--- config.mk ---
export PLATFORM = sky130hd
export DESIGN_NAME = countdown_timer
export DESIGN_NICKNAME = d
export VERILOG_FILES = /design/src/rtl/countdown_timer.sv
export SDC_FILE = /design/constraint.sdc
export NUM_CORES = 1
export LEC_CHECK = 0
export BUFFER_PORTS_ARGS = -buffer_cell sky130_fd_sc_hd__buf_4
export CELL_PAD_IN_SITES_DETAIL_PLACEMENT = 0
export CELL_PAD_IN_SITES_GLOBAL_PLACEMENT = 2
export CORE_ASPECT_RATIO = 2
export CORE_MARGIN = 2
export CORE_UTILIZATION = 33
export DETAILED_ROUTE_END_ITERATION = 8
export PLACE_DENSITY = 0.85
export SLEW_MARGIN = 20
export SYNTH_ARGS = -nofsm -noshare
export SYNTH_HDL_FRONTEND = slang
export SYNTH_SLANG_ARGS = --single-unit
--- constraint.sdc ---
create_clock -name clk -period 4.15 [get_ports clk]
set_input_delay 1.245 -clock clk [delete_from_list [all_inputs] [get_ports clk]]
set_output_delay 1.245 -clock clk [all_outputs]
set_load 0.005 [all_outputs]
--- src/rtl/countdown_timer.sv ---
// BCD MM:SS countdown timer. Counts down from a loaded value of at most 59:59.
// A one-cycle done pulse and a held alarm mark the step to 00:00.
// The alarm clears itself after ALARM_CYCLES clocks, or earlier on stop or load.
module countdown_timer #(
  parameter int ALARM_CYCLES = 8
) (
  input  logic       clk,
  input  logic       reset,
  input  logic       tick,
  input  logic       load,
  input  logic       start_resume,
  input  logic       stop,
  input  logic [3:0] load_min_tens,
  input  logic [3:0] load_min_ones,
  input  logic [3:0] load_sec_tens,
  input  logic [3:0] load_sec_ones,
  output logic [3:0] min_tens,
  output logic [3:0] min_ones,
  output logic [3:0] sec_tens,
  output logic [3:0] sec_ones,
  output logic       running,
  output logic       done,
  output logic       alarm
);

  typedef enum logic [1:0] {IDLE, RUN, PAUSE, ALARM} state_t;

  localparam logic [7:0] ALARM_INIT = 8'(ALARM_CYCLES);

  state_t     state_q, state_d;
  logic [3:0] min_tens_q, min_tens_d;
  logic [3:0] min_ones_q, min_ones_d;
  logic [3:0] sec_tens_q, sec_tens_d;
  logic [3:0] sec_ones_q, sec_ones_d;
  logic [7:0] acnt_q, acnt_d;
  logic       running_q, running_d;
  logic       done_q, done_d;
  logic       alarm_q, alarm_d;

  // decremented digit values and their borrows
  logic [3:0] dec_mt, dec_mo, dec_st, dec_so;
  logic       b_so, b_st, b_mo;
  logic       cnt_zero, dec_zero, expire;

  function automatic logic [3:0] clamp_tens(input logic [3:0] v);
    return (v > 4'd5) ? 4'd5 : v;
  endfunction

  function automatic logic [3:0] clamp_ones(input logic [3:0] v);
    return (v > 4'd9) ? 4'd9 : v;
  endfunction

  // Borrow chain: each digit moves only when every digit below it wraps.
  always_comb begin
    b_so   = (sec_ones_q == 4'd0);
    dec_so = b_so ? 4'd9 : sec_ones_q - 4'd1;
    b_st   = b_so && (sec_tens_q == 4'd0);
    dec_st = b_so ? ((sec_tens_q == 4'd0) ? 4'd5 : sec_tens_q - 4'd1) : sec_tens_q;
    b_mo   = b_st && (min_ones_q == 4'd0);
    dec_mo = b_st ? ((min_ones_q == 4'd0) ? 4'd9 : min_ones_q - 4'd1) : min_ones_q;
    dec_mt = (b_mo && (min_tens_q != 4'd0)) ? min_tens_q - 4'd1 : min_tens_q;
    cnt_zero = ({min_tens_q, min_ones_q, sec_tens_q, sec_ones_q} == 16'h0000);
    dec_zero = ({dec_mt, dec_mo, dec_st, dec_so} == 16'h0000);
  end

  // State and datapath registers; reset wins over everything.
  always_ff @(posedge clk) begin
    if (reset) begin
      state_q    <= IDLE;
      min_tens_q <= 4'd0;
      min_ones_q <= 4'd0;
      sec_tens_q <= 4'd0;
      sec_ones_q <= 4'd0;
      acnt_q     <= 8'd0;
      running_q  <= 1'b0;
      done_q     <= 1'b0;
      alarm_q    <= 1'b0;
    end else begin
      state_q    <= state_d;
      min_tens_q <= min_tens_d;
      min_ones_q <= min_ones_d;
      sec_tens_q <= sec_tens_d;
      sec_ones_q <= sec_ones_d;
      acnt_q     <= acnt_d;
      running_q  <= running_d;
      done_q     <= done_d;
      alarm_q    <= alarm_d;
    end
  end

  // Next state, digits and alarm counter. Priority is load > stop > start_resume > tick.
  always_comb begin
    state_d    = state_q;
    min_tens_d = min_tens_q;
    min_ones_d = min_ones_q;
    sec_tens_d = sec_tens_q;
    sec_ones_d = sec_ones_q;
    acnt_d     = acnt_q;
    expire     = 1'b0;
    if (load && (state_q != RUN)) begin
      min_tens_d = clamp_tens(load_min_tens);
      min_ones_d = clamp_ones(load_min_ones);
      sec_tens_d = clamp_tens(load_sec_tens);
      sec_ones_d = clamp_ones(load_sec_ones);
      state_d    = IDLE;
      acnt_d     = 8'd0;
    end else begin
      case (state_q)
        IDLE, PAUSE: begin
          if (!stop && start_resume && !cnt_zero) state_d = RUN;
        end
        RUN: begin
          if (stop) begin
            state_d = PAUSE;
          end else if (tick && !cnt_zero) begin
            min_tens_d = dec_mt;
            min_ones_d = dec_mo;
            sec_tens_d = dec_st;
            sec_ones_d = dec_so;
            if (dec_zero) begin
              state_d = ALARM;
              acnt_d  = ALARM_INIT;
              expire  = 1'b1;
            end
          end
        end
        ALARM: begin
          if (stop || acnt_q <= 8'd1) begin
            state_d = IDLE;
            acnt_d  = 8'd0;
          end else begin
            acnt_d = acnt_q - 8'd1;
          end
        end
        default: state_d = IDLE;
      endcase
    end
  end

  // Registered outputs, computed from the state being entered.
  always_comb begin
    running_d = (state_d == RUN);
    alarm_d   = (state_d == ALARM);
    done_d    = expire;
  end

  assign min_tens = min_tens_q;
  assign min_ones = min_ones_q;
  assign sec_tens = sec_tens_q;
  assign sec_ones = sec_ones_q;
  assign running  = running_q;
  assign done     = done_q;
  assign alarm    = alarm_q;

endmodule
==> results of run 1 <==
cell usage after synthesis, drive strengths merged, types with 5 or more instances:
library cell / instances
o21ai: 5
nor2: 24
a21oi: 11
a211oi: 8
inv: 9
dfxtp: 29
nand3: 5
nand2: 16
nor3: 14
nor4: 6
xnor2: 5
clkbuf: 5
per-layer routing:
layer	vias up	routed length (um)	track usage
li1	861	-	-
met1	802	1624	0.1629
met2	43	2797	0.3384
met3	7	188	0.02774
met4	0	87	0.06794
met5	-	0	0
power by group:
| group | switching (uW) | internal, uW |
|---|---|---|
| Clock | 103 | 119 |
| Sequential | 19.0 | 289 |
| Combinational | 58.4 | 56.3 |
worst reg2reg max path, delay by kind of cell, from the launching register on:
kind / cells / cell delay, ps
simple gates: 2 / 470
fa+ha+maj: 1 / 210
mux: 1 / 140
buf+inv: 1 / 100
flops: 1 / 450
compound gates: 3 / 1120
flip-flops by register name, indices dropped and copies added, names as in the netlist:
signal and count:
acnt_q 8, min_tens 4, state_q 2, done 1, running 1, alarm 1, sec_ones 4, sec_tens 4
min_ones 4
area by class of cell:
type | instances | area, um2 | share of cell area
inverter | 9 | 33.78 | 0.01570
clock buffer | 8 | 80.08 | 0.03721
sequential | 29 | 580.6 | 0.2698
tap | 58 | 72.57 | 0.03372
timing repair buffer | 40 | 300.3 | 0.1395
multi-input combinational | 165 | 1085 | 0.5041
worst max-delay path by stage:
| stage | start | endpoint | slack, ps | depth (start not counted) |
|---|---|---|---|---|
| finish | load | acnt_q[2] | 1540 | 6 |
| global route | load | acnt_q[2] | 1260 | 6 |
| CTS | load | acnt_q[2] | 1530 | 6 |
| detailed placement | load | acnt_q[2] | 1250 | 6 |
| global placement | load | acnt_q[2] | 1300 | 6 |
| floorplan | stop | acnt_q[2] | 1740 | 6 |
stage by stage:
step | instances | setup slack (ps)
after floorplan | 211 | 1742
after global placement | 301 | 1300
after detailed placement | 301 | 1250
after CTS | 309 | 1526
after global routing | 309 | 1264
final | 309 | 1538
kinds of logic after synthesis:
family                     synth area share
muxes                               0.02371
and+or+nand+nor                      0.3025
buffers and inverters               0.04382
xor gates and xnor gates            0.03520
AOI/OAI and AO/OA                    0.2328
adders and majority gates           0.02874
DFF                                  0.3333
==> impl_metrics.json, run 1 <==
{
  "whs_path_depth": 1,
  "leakage_uw": 0.0008815,
  "chipWidth_um": 55.37,
  "cts_max_level": 2,
  "grt_pass1_vias": 1695,
  "place.gp.congestion": 0.8646,
  "areaGrowthSynthToFinish_pct": 23.56,
  "arrival_ps": 2830,
  "fillers": 550,
  "synth-async-reset-ratio": 0,
  "status": "finished clean",
  "hold_start": "acnt_q[1]",
  "io_buffer_count": 40,
  "ioPinCount": 41,
  "numCtsBuffers": 5,
  "drv_cap": 0,
  "clock-root-buffer": "clkbuf_8",
  "skew_ps": 8.070,
  "powerDensity_mw_per_mm2": 299.4,
  "final_antenna_net_count": 0,
  "critical_path.max_stage_delay_ps": 480,
  "r2r-end": "acnt_q[2]",
  "cp-start-kind": "input pin",
  "fmax_mhz": 382.8,
  "fin_nets": 276,
  "r2r_setup_slack_ps": 1540,
  "clk_pin_slew_ps": 50,
  "syn_nets": 237,
  "worstMarginPinSlew_ps": 671.6,
  "placed_cell_area_mm2": 0.002072,
  "grt_pass1_wl_um": 7900,
  "drt_pass1_iterations": 6,
  "tritoncts": "built",
  "cts_resized": 0,
  "path_class": "in -> reg",
  "p_total_uw": 644.4,
  "r2r_start": "min_tens[0]",
  "totalNegativeSetupSlack_ps": 0,
  "clkLatencyLatePin_ps": 280,
  "die_area_mm2": 0.005910,
  "postCtsHoldBufs": 0,
  "hold_viol_final": 0,
  "grt_max_degree": 21,
  "fin_util": 0.4188,
  "min_to": "acnt_q[1]",
  "crit_family": "simple AND/OR/NAND/NOR gates",
  "overflow": 0,
  "setup_viol": 0,
  "critPathRequiredTime_ps": 4370,
  "rows": 37,
  "slew_headroom": 0.5513,
  "synth.area.top_cells": "dfxtp_1 (33%), nor2_1 (5.2%), nor3_1 (3.4%), a211oi_1 (3.4%), nand2_1 (3.4%)",
  "ys_seq_area_frac": 0.3333,
  "dp_hpwl_um": 3749,
  "antenna_found_initial": 0,
  "die_height_um": 106.7,
  "vias_per_cell": 5.544,
  "peakVddDrop_mv": 0.2126,
  "vias": 1713,
  "crit_buf_inv": 1,
  "drive_above_1_share": 0.2191,
  "cts_sinks": 29,
  "whs_ps": 511.6,
  "syn_avg_cell_area_um2": 8.254,
  "wirelength_um": 4698,
  "layout_worst_path_cycle_share": 0.6295,
  "cts_setup_buffers": 0,
  "core_region_area_mm2": 0.005139,
  "drt-initial-drc-count": 64,
  "start_util": 0.3389,
  "synth_edf_count": 0,
  "mostFrequentLayoutCells": "buf_4 (40), dfxtp_1 (29), nor2_1 (24)",
  "rsz0062_at_grt": "false",
  "fin_area_mm2": 0.002152,
  "layout_commonest_cell": "buf_4",
  "num_antenna_cells": 0,
  "drv_slew": 0,
  "period_needed_ps": 2612,
  "hold_path_class": "reg -> reg",
  "yosysWarnings": 0,
  "ff2ff_path_depth": 8,
  "crit_path_end_kind": "flop",
  "cp_max_fo": 11,
  "synth_area_mm2": 0.001742,
  "path_cells": "buf_4, and2_1, nor4_1, nand2b_1, nor3b_1, a211o_1",
  "synth_cells": 211,
  "slowest_stage": "nor4_1",
  "cts.path.max_buffers": 2,
  "yosysTopAreaCellShare": 0.3333,
  "ys_seq_elements": 29,
  "synth.largest_area_cell": "dfxtp_1",
  "ys_types": 58,
  "wl_per_cell_um": 15.20,
  "remaining_drc_errors": 0,
  "globalRouteTotalUtil": 0.1686,
  "synth_flop_cell": "dfxtp_1"
}
Note: power is estimated with default switching activity, not from simulation.
==> run 2, diff against run 1 <==
Settings changed: CORE_UTILIZATION 33 to 31, PLACE_DENSITY 0.85 to 0.8.
Clock period 4.15 ns to 2.5 ns, I/O delays scaled along.
==> impl_metrics.json, run 2 (same netlist as run 1, synthesis figures left out) <==
{
  "status": "finished clean",
  "areaGrowthSynthToFinish_pct": 30.24,
  "tritoncts": "built",
  "die_height_um": 110,
  "totalNegativeSetupSlack_ps": 0,
  "layout_worst_path_cycle_share": 0.9530,
  "numCtsBuffers": 5,
  "vias_per_cell": 5.420,
  "die_area_mm2": 0.006270,
  "clock-root-buffer": "clkbuf_8",
  "grt_busiest_layer": "met2",
  "drv_cap": 0,
  "cts_sinks": 29,
  "cts_max_level": 2,
  "whs_path_depth": 1,
  "arrival_ps": 2550,
  "min_to": "acnt_q[1]",
  "start_util": 0.3213,
  "ff2ff_path_depth": 8,
  "final_antenna_net_count": 0,
  "cp-start-kind": "flop",
  "clk_pin_slew_ps": 60,
  "period_needed_ps": 2383,
  "leakage_uw": 0.0009556,
  "grt_use_met3": 0.03034,
  "rows": 38,
  "place.gp.congestion": 0.7935,
  "setup_viol": 0,
  "slowest_stage": "a2111o_1",
  "core_region_area_mm2": 0.005420,
  "critical_path.max_stage_delay_ps": 430,
  "drive_above_1_share": 0.2669,
  "hold_viol_final": 0,
  "use_met2": 0.3465,
  "largest_reg_flops": 8,
  "layout_commonest_cell": "buf_4",
  "drt-initial-drc-count": 69,
  "crit_path_end_kind": "flop",
  "num_antenna_cells": 0,
  "cts.path.max_buffers": 2,
  "antenna_found_initial": 0,
  "mostFrequentLayoutCells": "buf_4 (55), dfxtp_1 (29), nor2_1 (24)",
  "grt_max_degree": 20,
  "r2r_start": "min_tens[1]",
  "globalRouteTotalUtil": 0.1727,
  "drv_slew": 0,
  "clkLatencyLatePin_ps": 290,
  "multiInputGateArea_mm2": 0.001086,
  "powerDensity_mw_per_mm2": 488.1,
  "register_area_um2": 580.6,
  "vias": 1767,
  "fin_nets": 291,
  "rsz0062_at_grt": "false",
  "cp_max_fo": 7,
  "fmax_mhz": 419.7,
  "postCtsHoldBufs": 0,
  "wl_per_cell_um": 15.71,
  "ioPinCount": 41,
  "wirelength_um": 5120,
  "path_cells": "inv_1, ha_1, and2b_1, o41ai_1, mux2i_1, a2111o_1, and3_2, a211o_1",
  "slew_headroom": 0.5659,
  "r2r-end": "acnt_q[5]",
  "fillers": 597,
  "r2r_setup_slack_ps": 120,
  "hold_start": "acnt_q[1]",
  "skew_ps": 7.640,
  "grt_pass1_vias": 1753,
  "worstMarginPinSlew_ps": 646.8,
  "path_class": "reg -> reg",
  "peakVddDrop_mv": 0.3298,
  "critPathRequiredTime_ps": 2670,
  "p_total_uw": 1107,
  "top_register": "acnt_q",
  "io_buffer_count": 40,
  "chipWidth_um": 57,
  "grt_pass1_wl_um": 8390,
  "dp_hpwl_um": 4081,
  "remaining_drc_errors": 0,
  "grt_util_met1": 0.1668,
  "hold_path_class": "reg -> reg",
  "drt_pass1_iterations": 4,
  "overflow": 0
}
[run 2: changes by cell type in the layout (fill, tap and decap cells not counted), sizes merged]
cell | previous run | this run
buf | 40 | 55
[run 2: worst max-delay path: cells and delay by family, from the launching register on]
family	cells	cell delay, ps
AO/OA/AOI/OAI	3	1040
adder cells (fa/ha/maj)	1	190
buffers and inverters	1	90
flip-flops	1	350
multiplexers	1	150
AND/OR/NAND/NOR	2	460
[run 2: metal layers]
layer  vias up  share of wire
li1        899              -
met1       834           0.35
met2        27           0.60
met3         7          0.029
met4         0          0.018
met5         -              0
[run 2: area by class of cell]
type,count,share of cell area
Multi-Input combinational cell,165,0.4788
Sequential cell,29,0.2559
Timing Repair Buffer,55,0.1820
Clock buffer,8,0.03530
Tap cell,60,0.03309
Inverter,9,0.01489
[run 2: worst max path at each step]
stage          cells after the start   startpoint   endpoint  slack, ps
2_1_floorplan                      9  min_tens[0]  acnt_q[2]        120
3_3_place_gp                       8  min_tens[1]  acnt_q[2]         70
3_5_place_dp                       8  min_tens[1]  acnt_q[6]         60
4_1_cts                            8  min_tens[1]  acnt_q[5]         30
5_1_grt                            8  min_tens[1]  acnt_q[2]         10
6_report                           8  min_tens[1]  acnt_q[5]        120
[run 2: power by group]
part           internal [uW]  switching [uW]  leakage, uW
logic                    114             109     0.000679
clock network            197             179    0.0000395
registers                480            28.2     0.000237
total                    791             316     0.000956
[run 2: what timing repair did]
item	CTS	global route
buffers inserted	0	1
gates resized for setup	0	1
setup endpoints to repair	0	3
[run 2: metrics by stage]
step / setup slack [ps] / cell area (um2) / hold WS [ps] / util / cells
detailed placement: 57.54 / 2180 / 494.1 / 0.4021 / 317
global route: 12.73 / 2268 / 540.6 / 0.4185 / 326
CTS: 32.16 / 2260 / 503.9 / 0.4169 / 325
floorplan: 116.6 / 1742 / 466.7 / - / 211
global placement: 71.88 / 2180 / 493.2 / 0.4021 / 317
finish: 117.4 / 2268 / 501.4 / 0.4185 / 326
==> run 3, diff against run 2 <==
==> constraint.sdc (replaced) <==
create_clock -name clk -period 2.5 [get_ports clk]
set_input_delay 0.375 -clock clk [delete_from_list [all_inputs] [get_ports clk]]
set_output_delay 0.375 -clock clk [all_outputs]
set_load 0.005 [all_outputs]
==> impl_metrics.json, run 3 (same netlist as run 1, synthesis figures left out) <==
{
  "hold_viol_final": 0,
  "vias": 1793,
  "rsz0062_at_grt": "false",
  "drt-initial-drc-count": 63,
  "layout_commonest_cell": "buf_4",
  "mostFrequentLayoutCells": "buf_4 (54), dfxtp_1 (29), nor2_1 (24)",
  "areaGrowthSynthToFinish_pct": 30.82,
  "p_total_uw": 1120,
  "overflow": 0,
  "core_region_area_mm2": 0.005420,
  "r2r-end": "acnt_q[5]",
  "wirelength_um": 5119,
  "worstMarginPinSlew_ps": 480.2,
  "arrival_ps": 2520,
  "r2r_start": "min_tens[1]",
  "postCtsHoldBufs": 0,
  "skew_ps": 5.525,
  "crit_path_end_kind": "flop",
  "cts_max_level": 2,
  "leakage_uw": 0.0009595,
  "top_register": "acnt_q",
  "drv_cap": 0,
  "path_class": "reg -> reg",
  "io_buffer_count": 40,
  "min_to": "sec_ones[0]",
  "cts_sinks": 29,
  "rows": 38,
  "ff2ff_path_depth": 8,
  "fin_nets": 290,
  "die_area_mm2": 0.006270,
  "critPathRequiredTime_ps": 2670,
  "clk_pin_slew_ps": 70,
  "grt_pass1_wl_um": 8411,
  "final_antenna_net_count": 0,
  "fmax_mhz": 425.3,
  "whs_path_depth": 3,
  "clock-root-buffer": "clkbuf_8",
  "remaining_drc_errors": 0,
  "start_util": 0.3213,
  "fin_util": 0.4204,
  "peakVddDrop_mv": 0.3151,
  "numCtsBuffers": 5,
  "hold_path_class": "in -> reg",
  "dp_hpwl_um": 4096,
  "cp-start-kind": "flop",
  "globalRouteTotalUtil": 0.1733,
  "chipWidth_um": 57,
  "period_needed_ps": 2352,
  "die_height_um": 110,
  "layout_worst_path_cycle_share": 0.9406,
  "antenna_found_initial": 0,
  "largest_reg_flops": 8,
  "num_antenna_cells": 0,
  "status": "finished clean",
  "place.gp.congestion": 0.7970,
  "hold_start": "load_sec_ones[0]",
  "setup_viol": 0,
  "ioPinCount": 41,
  "clkLatencyLatePin_ps": 280,
  "cp_max_fo": 7,
  "wl_per_cell_um": 15.80,
  "drive_above_1_share": 0.2727,
  "r2r_setup_slack_ps": 150,
  "cts.path.max_buffers": 2,
  "drt_pass1_iterations": 4,
  "slew_headroom": 0.6774,
  "drv_slew": 0,
  "powerDensity_mw_per_mm2": 491.5,
  "tritoncts": "built",
  "vias_per_cell": 5.534,
  "grt_pass1_vias": 1809,
  "grt_max_degree": 20
}
==> run 3: changes by cell type in the layout (fill, tap and decap cells not counted), sizes merged <==
cell and delta:
clkbuf -1, buf -1
==> run 3: how the worst max path moves through the flow <==
stage                      startpoint         to  slack, ps  cells past startpoint
after CTS                 min_tens[1]  acnt_q[2]         40                      8
after detailed placement  min_tens[1]  acnt_q[2]       -0.8                      8
after floorplan           min_tens[0]  acnt_q[2]        120                      9
final                     min_tens[1]  acnt_q[5]        150                      8
after global routing      min_tens[1]  acnt_q[2]         30                      8
after global placement    min_tens[1]  acnt_q[2]         60                      8
==> run 3: layout make-up <==
cell class,instances,area [um2]
timing repair buffer,54,405.4
clock buffer,7,86.33
tap,60,75.07
sequential,29,580.6
fill,605,3142
inverter,9,33.78
multi-input combinational,165,1097
==> run 3: stage by stage <==
stage                     setup slack [ps]  cells  setup TNS (ps)  hold slack (ps)  cell area [um2]
after floorplan                      116.6    211               0            466.7             1742
after global placement               59.60    316               0            492.5             2172
after detailed placement           -0.8067    316         -0.8067            491.2             2172
after CTS                            42.59    323               0            324.3             2266
after global routing                 28.58    324               0            333.7             2278
final                                148.5    324               0            332.8             2278
==> run 3: routing by layer <==
layer	share of wire	GRT usage
met3	0.029	0.02684
met2	0.59	0.3530
met4	0.030	0.07973
met5	0	0
met1	0.35	0.1606
==> run 3: timing repair <==
action                                  CTS  global route
pin swaps                                 0             1
gates resized for setup                   1             2
buffers inserted                          0             1
endpoints found under the setup margin    3             4
==> run 3: worst max-delay path, cell delays in order (launching register included) <==
cell	delay, ps
dfxtp_1	340
inv_1	90
ha_1	190
and2b_1	190
o41ai_2	330
mux2i_1	160
a2111o_1	440
and3_4	220
a211o_1	290
==> run 3: where the power goes <==
part	total [uW]	switching (uW)	internal (uW)	leakage, uW
clock	395	177	218	0.0000443
combinational	216	106	110	0.000678
sequential	509	29.3	480	0.000237
total	1120	312	807	0.000959
